[src/rtl/jtag_pkg.sv]
// Shared types for the JTAG TAP controller: 1149.1 state encodings and helpers.
package jtag_pkg;

    typedef enum logic [3:0] {
        EX2_DR   = 4'h0,
        EX1_DR   = 4'h1,
        SH_DR    = 4'h2,
        PAUSE_DR = 4'h3,
        SEL_IR   = 4'h4,
        UPD_DR   = 4'h5,
        CAP_DR   = 4'h6,
        SEL_DR   = 4'h7,
        EX2_IR   = 4'h8,
        EX1_IR   = 4'h9,
        SH_IR    = 4'hA,
        PAUSE_IR = 4'hB,
        RTI      = 4'hC,
        UPD_IR   = 4'hD,
        CAP_IR   = 4'hE,
        TLR      = 4'hF
    } tap_state_e;

    localparam int TLR_TMS_ONES = 5;

    // The encoding is chosen so that bit 3 alone steers the TDO mux to the IR path.
    function automatic logic tap_select(input tap_state_e s);
        return s[3];
    endfunction

endpackage

[src/rtl/jtag_tap_controller_if.sv]
// TAP-side bundle: TMS from the pins, sequencing controls out to the IR/DR chains.
interface jtag_tap_controller_if;

    logic       TMS;
    logic       ShiftIR;
    logic       ClockIR;
    logic       UpdateIR;
    logic       ShiftDR;
    logic       ClockDR;
    logic       UpdateDR;
    logic       Select;
    logic       Enable;
    logic       TLResetn;
    logic [3:0] TAPState;

    modport master (
        input  TMS,
        output ShiftIR, ClockIR, UpdateIR,
        output ShiftDR, ClockDR, UpdateDR,
        output Select, Enable, TLResetn, TAPState
    );

    modport slave (
        output TMS,
        input  ShiftIR, ClockIR, UpdateIR,
        input  ShiftDR, ClockDR, UpdateDR,
        input  Select, Enable, TLResetn, TAPState
    );

endinterface

[src/rtl/jtag_clock_gate.sv]
// Latch-based gate: enable is captured while clk is low, so the gated output cannot
// change during the high phase. IDLE_HIGH selects the idle-high clock or idle-low strobe form.
module jtag_clock_gate #(
    parameter bit IDLE_HIGH = 1'b1
) (
    input  logic clk,
    input  logic rst_n,
    input  logic en,
    output logic gclk
);

    logic en_lat;

    // Reset clears the latch directly so an abort never leaves a partial pulse behind.
    always_latch begin
        if (!rst_n) begin
            en_lat <= 1'b0;
        end else if (!clk) begin
            en_lat <= en;
        end
    end

    assign gclk = IDLE_HIGH ? (clk | ~en_lat) : (~clk & en_lat);

endmodule

[src/rtl/jtag_tap_controller.sv]
// IEEE 1149.1 TAP controller: TMS-steered 16-state FSM plus negedge-registered chain controls.
// States: TLR reset | RTI idle | SEL_xR select | CAP_xR capture | SH_xR shift
//         EX1_xR/EX2_xR exit | PAUSE_xR pause | UPD_xR update (x = D or I)
module jtag_tap_controller
    import jtag_pkg::*;
#(
    parameter bit GATE_CLOCKS = 1'b1
) (
    input logic                   TCK,
    input logic                   TRSTn,
    jtag_tap_controller_if.master tap
);

    tap_state_e state_q, state_d, state_nxt;
    logic       rst_ok_q, rst_ok_d;

    logic shift_ir_q, shift_ir_d;
    logic shift_dr_q, shift_dr_d;
    logic enable_q, enable_d;
    logic tlreset_n_q, tlreset_n_d;
    logic select_q, select_d;
    logic irclk_en_q, irclk_en_d;
    logic drclk_en_q, drclk_en_d;
    logic updir_en_q, updir_en_d;
    logic upddr_en_q, upddr_en_d;

    logic clock_ir_g, clock_dr_g, update_ir_g, update_dr_g;

    // Release of TRSTn is taken on a falling edge so the FSM never sees it near posedge.
    assign rst_ok_d = 1'b1;

    always_ff @(negedge TCK or negedge TRSTn) begin
        if (!TRSTn) begin
            rst_ok_q <= 1'b0;
        end else begin
            rst_ok_q <= rst_ok_d;
        end
    end

    always_ff @(posedge TCK or negedge TRSTn) begin
        if (!TRSTn) begin
            state_q <= TLR;
        end else begin
            state_q <= state_d;
        end
    end

    always_comb begin
        state_nxt = state_q;
        unique case (state_q)
            TLR:      state_nxt = tap.TMS ? TLR    : RTI;
            RTI:      state_nxt = tap.TMS ? SEL_DR : RTI;
            SEL_DR:   state_nxt = tap.TMS ? SEL_IR : CAP_DR;
            CAP_DR:   state_nxt = tap.TMS ? EX1_DR : SH_DR;
            SH_DR:    state_nxt = tap.TMS ? EX1_DR : SH_DR;
            EX1_DR:   state_nxt = tap.TMS ? UPD_DR : PAUSE_DR;
            PAUSE_DR: state_nxt = tap.TMS ? EX2_DR : PAUSE_DR;
            EX2_DR:   state_nxt = tap.TMS ? UPD_DR : SH_DR;
            UPD_DR:   state_nxt = tap.TMS ? SEL_DR : RTI;
            SEL_IR:   state_nxt = tap.TMS ? TLR    : CAP_IR;
            CAP_IR:   state_nxt = tap.TMS ? EX1_IR : SH_IR;
            SH_IR:    state_nxt = tap.TMS ? EX1_IR : SH_IR;
            EX1_IR:   state_nxt = tap.TMS ? UPD_IR : PAUSE_IR;
            PAUSE_IR: state_nxt = tap.TMS ? EX2_IR : PAUSE_IR;
            EX2_IR:   state_nxt = tap.TMS ? UPD_IR : SH_IR;
            UPD_IR:   state_nxt = tap.TMS ? SEL_DR : RTI;
            default:  state_nxt = TLR;
        endcase
        state_d = rst_ok_q ? state_nxt : TLR;
    end

    always_comb begin
        shift_ir_d  = (state_q == SH_IR);
        shift_dr_d  = (state_q == SH_DR);
        enable_d    = shift_ir_d | shift_dr_d;
        tlreset_n_d = (state_q != TLR);
        select_d    = tap_select(state_q);
        irclk_en_d  = (state_q == CAP_IR) || (state_q == SH_IR);
        drclk_en_d  = (state_q == CAP_DR) || (state_q == SH_DR);
        updir_en_d  = (state_q == UPD_IR);
        upddr_en_d  = (state_q == UPD_DR);
    end

    // Falling-edge update gives the chain a half period of setup before the next TCK rise.
    always_ff @(negedge TCK or negedge TRSTn) begin
        if (!TRSTn) begin
            shift_ir_q  <= 1'b0;
            shift_dr_q  <= 1'b0;
            enable_q    <= 1'b0;
            tlreset_n_q <= 1'b0;
            select_q    <= 1'b1;
            irclk_en_q  <= 1'b0;
            drclk_en_q  <= 1'b0;
            updir_en_q  <= 1'b0;
            upddr_en_q  <= 1'b0;
        end else begin
            shift_ir_q  <= shift_ir_d;
            shift_dr_q  <= shift_dr_d;
            enable_q    <= enable_d;
            tlreset_n_q <= tlreset_n_d;
            select_q    <= select_d;
            irclk_en_q  <= irclk_en_d;
            drclk_en_q  <= drclk_en_d;
            updir_en_q  <= updir_en_d;
            upddr_en_q  <= upddr_en_d;
        end
    end

    jtag_clock_gate #(.IDLE_HIGH(1'b1)) u_gate_clock_ir (
        .clk   (TCK),
        .rst_n (TRSTn),
        .en    (irclk_en_q),
        .gclk  (clock_ir_g)
    );

    jtag_clock_gate #(.IDLE_HIGH(1'b1)) u_gate_clock_dr (
        .clk   (TCK),
        .rst_n (TRSTn),
        .en    (drclk_en_q),
        .gclk  (clock_dr_g)
    );

    jtag_clock_gate #(.IDLE_HIGH(1'b0)) u_gate_update_ir (
        .clk   (TCK),
        .rst_n (TRSTn),
        .en    (updir_en_q),
        .gclk  (update_ir_g)
    );

    jtag_clock_gate #(.IDLE_HIGH(1'b0)) u_gate_update_dr (
        .clk   (TCK),
        .rst_n (TRSTn),
        .en    (upddr_en_q),
        .gclk  (update_dr_g)
    );

    assign tap.ClockIR  = GATE_CLOCKS ? clock_ir_g  : irclk_en_q;
    assign tap.ClockDR  = GATE_CLOCKS ? clock_dr_g  : drclk_en_q;
    assign tap.UpdateIR = GATE_CLOCKS ? update_ir_g : updir_en_q;
    assign tap.UpdateDR = GATE_CLOCKS ? update_dr_g : upddr_en_q;

    assign tap.ShiftIR  = shift_ir_q;
    assign tap.ShiftDR  = shift_dr_q;
    assign tap.Enable   = enable_q;
    assign tap.TLResetn = tlreset_n_q;
    assign tap.Select   = select_q;
    assign tap.TAPState = state_q;

endmodule

[src/flat_wrapper.sv]
// flat-port wrapper written by rule: the top's interface ports become plain ports
module jtag_tap_controller_flat import jtag_pkg::*;
#(
    parameter bit GATE_CLOCKS = 1'b1
)
  (TCK, TRSTn, tap_TMS, tap_ShiftIR, tap_ClockIR, tap_UpdateIR, tap_ShiftDR, tap_ClockDR, tap_UpdateDR, tap_Select, tap_Enable, tap_TLResetn, tap_TAPState);
  jtag_tap_controller_if tap_i ();
  input logic TCK;
  input logic TRSTn;
  input wire logic [$bits(tap_i.TMS)-1:0] tap_TMS;
  output wire logic [$bits(tap_i.ShiftIR)-1:0] tap_ShiftIR;
  output wire logic [$bits(tap_i.ClockIR)-1:0] tap_ClockIR;
  output wire logic [$bits(tap_i.UpdateIR)-1:0] tap_UpdateIR;
  output wire logic [$bits(tap_i.ShiftDR)-1:0] tap_ShiftDR;
  output wire logic [$bits(tap_i.ClockDR)-1:0] tap_ClockDR;
  output wire logic [$bits(tap_i.UpdateDR)-1:0] tap_UpdateDR;
  output wire logic [$bits(tap_i.Select)-1:0] tap_Select;
  output wire logic [$bits(tap_i.Enable)-1:0] tap_Enable;
  output wire logic [$bits(tap_i.TLResetn)-1:0] tap_TLResetn;
  output wire logic [$bits(tap_i.TAPState)-1:0] tap_TAPState;
  assign tap_i.TMS = tap_TMS;
  assign tap_ShiftIR = tap_i.ShiftIR;
  assign tap_ClockIR = tap_i.ClockIR;
  assign tap_UpdateIR = tap_i.UpdateIR;
  assign tap_ShiftDR = tap_i.ShiftDR;
  assign tap_ClockDR = tap_i.ClockDR;
  assign tap_UpdateDR = tap_i.UpdateDR;
  assign tap_Select = tap_i.Select;
  assign tap_Enable = tap_i.Enable;
  assign tap_TLResetn = tap_i.TLResetn;
  assign tap_TAPState = tap_i.TAPState;
  jtag_tap_controller #(.GATE_CLOCKS(GATE_CLOCKS)) u_core (.TCK(TCK), .TRSTn(TRSTn), .tap(tap_i));
endmodule
[config.mk]
export PLATFORM = sky130hd
export DESIGN_NAME = jtag_tap_controller_flat
export DESIGN_NICKNAME = d
export VERILOG_FILES = /design/src/rtl/jtag_pkg.sv /design/src/rtl/jtag_tap_controller_if.sv /design/src/rtl/jtag_clock_gate.sv /design/src/rtl/jtag_tap_controller.sv /design/src/flat_wrapper.sv
export SDC_FILE = /design/constraint.sdc
export NUM_CORES = 1
export LEC_CHECK = 0
export CAP_MARGIN = 0
export CORE_MARGIN = 2
export CORE_UTILIZATION = 46
export DETAILED_ROUTE_END_ITERATION = 10
export PLACE_DENSITY = 0.75
export SETUP_SLACK_MARGIN = 0.2
export SLEW_MARGIN = 15
export SYNTH_ARGS = -nofsm -noshare
export SYNTH_HDL_FRONTEND = slang
export SYNTH_SLANG_ARGS = --single-unit
[constraint.sdc]
create_clock -name TCK -period 1.8 [get_ports TCK]
set_input_delay 0.36 -clock TCK [delete_from_list [all_inputs] [get_ports TCK]]
set_output_delay 0.36 -clock TCK [all_outputs]
set_load 0.005 [all_outputs]
==> metrics.csv, run 1 <==
metric,value,unit
ys_top_cells_by_area,"dfrtn_1, dfstp_2, dlxtp_1",
yosysMostFrequentCell,dfrtn_1,
syn_area_per_cell,10.7,sq um
io_buffers,15,
yosysTopAreaCell,dfrtn_1,
synth_top_area_share,0.334,
die_height,42.3,um
die_w,42.3,um
gp_congestion,0.722,
error,[ERROR DPL-0033] detailed placement checks failed during check placement.,
synthDistinctLibCells,28,
yosys_most_used_dff,dfrtn_1,
dp_hpwl,1.00,mm
yosysWarnings,0,
synth-async-reset-ratio,0.778,
io_pins,16,
synth_fp_nets,66,
ys_ff_latch,18,
fp-row-count,13,
synth_edf_count,0,
placed_cells,105,
cts_resized,80,
hold_buffers,1,
synthCells,63,
postCtsSetupBuffers,14,
initial_core_util,0.506,
haltStage,clock tree synthesis,
synth_common_cells,"dfrtn_1, nand2_1, dfstp_2",
synth_area,674,sq um
status,stopped before the end,
==> cell families after synthesis <==
family | count (synthesis) | share of synthesized area
simple gates | 28 | 0.234
flops | 14 | 0.529
compound gates | 9 | 0.0853
buf+inv | 7 | 0.0575
latches | 4 | 0.0891
other cells | 1 | 0.00556
==> through the flow <==
stage               setup WS, ns  instance area, sq um   util  hold WS (ns)  TNS, ns
detailed placement        -0.846                   963  0.722        0.0340    -5.05
floorplan                 -0.352                   722      -        -0.540    -1.81
global placement          -0.831                   963  0.722        0.0250    -4.87
==> run 2, diff against run 1 <==
--- a/config.mk
+++ b/config.mk
@@ -6,11 +6,10 @@
 export NUM_CORES = 1
 export LEC_CHECK = 0
 export CAP_MARGIN = 0
-export CORE_MARGIN = 2
-export CORE_UTILIZATION = 46
+export CORE_AREA = 2 2 63 65
 export DETAILED_ROUTE_END_ITERATION = 10
-export PLACE_DENSITY = 0.75
-export SETUP_SLACK_MARGIN = 0.2
+export DIE_AREA = 0 0 65 67
+export PLACE_DENSITY_LB_ADDON = 0.15
 export SLEW_MARGIN = 15
 export SYNTH_ARGS = -nofsm -noshare
 export SYNTH_HDL_FRONTEND = slang
==> run 2 against run 1 <==
  * The flow now finishes, with violations (setup timing)
  * Synthesized cell count unchanged
  * Area after synthesis unchanged
==> metrics.csv, run 2 <==
metric,value,unit,change
num_antenna_cells,0,,
hold_depth,3,,
top_layer_used,met4,,
peakVddDrop,391,uV,
grt_overflow,0,,
routed_via_density,3.87,,
required,1.44,ns,
r2r_start,u_core.rst_ok_q,,
synth_common_cells,"dfrtn_1, nand2_1, dfstp_2",,unchanged
cts_tree,built,,
finalHoldViolations,0,,
synth_top_area_share,0.334,,unchanged
crit_path_max_fanout,1,,
vias,662,,
place_area,1010,sq um,was 963 sq um
n_fill_cell,381,,
synth-async-reset-ratio,0.778,,unchanged
track_usage,0.128,,
io_buffers,15,,unchanged
ys_ff_latch,18,,unchanged
yosysTopAreaCell,dfrtn_1,,unchanged
die_area,4360,sq um,
worstSetupEndpointType,output port,,
hold_path.class,input port to clock gate,,
clk-insertion-delay-late,0.56,ns,
ff2ff_setup_slack,-0.10,ns,
wl_met1,717,um,
io_pins,16,,unchanged
setup_viol,15,,
synthDistinctLibCells,28,,unchanged
multi_input_area,268,sq um,
grt_first_pass_wirelength,3.26,mm,
wl,1.78,mm,
synth_area,674,sq um,unchanged
wire_per_inst,10.4,um,
crit_type,latch to output port,,
tns,-6.40,ns,
cellPowerDensity,1420,nW/um^2,
layout_common_cells,"clkbuf_8, buf_4, dfrtn_1, buf_2, buf_6",,
ys_top_cells_by_area,"dfrtn_1, dfstp_2, dlxtp_1",,unchanged
drive_above_1_share,0.585,,
syn_area_per_cell,10.7,sq um,unchanged
die_w,65,um,was 42.3 um
start_kind,latch,,
slew_violations,0,,
wl_met2,884,um,
r2r_cells,1,,
leakagePower,0.678,nW,
seq_area,417,sq um,
yosysWarnings,0,,unchanged
final_util,0.383,,
drc_errors,0,,
grt_setup_unrepaired,yes,,
dr.pass1.iters,4,,
largest_reg_flops,4,,
area.growth.synth_to_final,105,%,
antenna_found_initial,0,,
arrival,2.44,ns,
fp-row-count,22,,was 13
synth_edf_count,0,,unchanged
status,finished with violations,,was stopped before the end
wl_met3,157,um,
final_common_cell,clkbuf_8,,
clkTransAtPathRegs,0.03,ns,
grt_max_degree,11,,
r2r_end,u_core.tap.TAPState[1],,
violations,setup timing,,
worstHoldStart,TRSTn,,
core-area,3610,sq um,
synth_fp_nets,66,,unchanged
initial_core_util,0.187,,was 0.506
maxCapViolations,0,,
yosysMostFrequentCell,dfrtn_1,,unchanged
worst_slack,-1.00,ns,
grt_pass1_vias,819,,
gp_congestion,0.722,,about the same
ant_nets,0,,
final_area,1380,sq um,
nNetsFinal,126,,
dp_hpwl,1.08,mm,was 1.00 mm
first_iter_violations,38,,
die_height,67,um,was 42.3 um
synthCells,63,,unchanged
fin_worst_skew,0.101,ns,
yosys_most_used_dff,dfrtn_1,,unchanged
[run 2: layout make-up]
cell class              count  area share
well taps                  48      0.0435
repair buffers             35       0.215
clock inverters             4      0.0118
flip-flops and latches     18       0.302
multi-input cells          38       0.194
inverters                   2     0.00725
clock buffers              26       0.227
[run 2: worst max-delay path: stages (launching register included)]
cell and delay, ns:
dlxtp_1 0, dlxtp_1 0.33, nor2b_4 0.12, buf_2 0.11
[run 2: layer usage]
layer / GRT usage / vias to the layer above
met5: 0 / -
met3: 0.145 / 4
met2: 0.137 / 26
met4: 0.194 / 0
li1: - / 322
met1: 0.0943 / 310
[run 2: kinds of logic (layout without fill, tap and decap cells)]
logic type             Yosys count  count (layout)  share of synthesized area
buffers and inverters            7              67                     0.0575
other                            1               1                    0.00556
AO/OA/AOI/OAI                    9               9                     0.0853
flip-flops                      14              14                      0.529
latches                          4               4                     0.0891
AND/OR/NAND/NOR                 28              28                      0.234
[run 2: repair_timing]
item | 4_1_cts | 5_1_grt
hold buffers | 1 | 0
resized for setup | 45 | 11
setup buffers | 4 | 2
pin swaps | 0 | 2
gates cloned | 0 | 0
endpoints found under the hold margin | 1 | 0
setup endpoints to repair | 18 | 25
[run 2: per-stage QoR]
stage               worst slack (ns)  power, mW  std cells  hold WS (ns)
floorplan                     -0.352      0.533         63        -0.540
global placement              -0.834      0.641        139        0.0300
detailed placement            -0.840      0.642        139        0.0248
CTS                            -1.03       1.98        169         0.352
global route                   -1.09       2.10        171         0.358
finish                         -1.00       1.95        171         0.346
[run 2: worst max path at each step]
stage | startpoint | endpoint
finish | u_core.u_gate_update_ir.en_lat | tap_UpdateIR
global route | u_core.u_gate_update_ir.en_lat | tap_UpdateIR
CTS | u_core.u_gate_update_ir.en_lat | tap_UpdateIR
detailed placement | u_core.u_gate_update_ir.en_lat | tap_UpdateIR
global placement | u_core.u_gate_update_ir.en_lat | tap_UpdateIR
floorplan | u_core.u_gate_update_ir.en_lat | tap_UpdateIR
[run 2: report_power, final]
group,internal [mW],switching [mW],leakage (nW)
combinational,0.129,0.0935,0.281
sequential,0.389,0.0136,0.201
clock,0.965,0.363,0.197
Note: power is estimated with default switching activity, not from simulation.
==> run 3, diff against run 2 <==
--- a/config.mk
+++ b/config.mk
@@ -5,6 +5,7 @@
 export SDC_FILE = /design/constraint.sdc
 export NUM_CORES = 1
 export LEC_CHECK = 0
+export ABC_CLOCK_PERIOD_IN_PS = 1800
 export CAP_MARGIN = 0
 export CORE_AREA = 2 2 63 65
 export DETAILED_ROUTE_END_ITERATION = 10
==> results of run 3 <==
Final layout, timing and power as in run 2 (identical DEF).
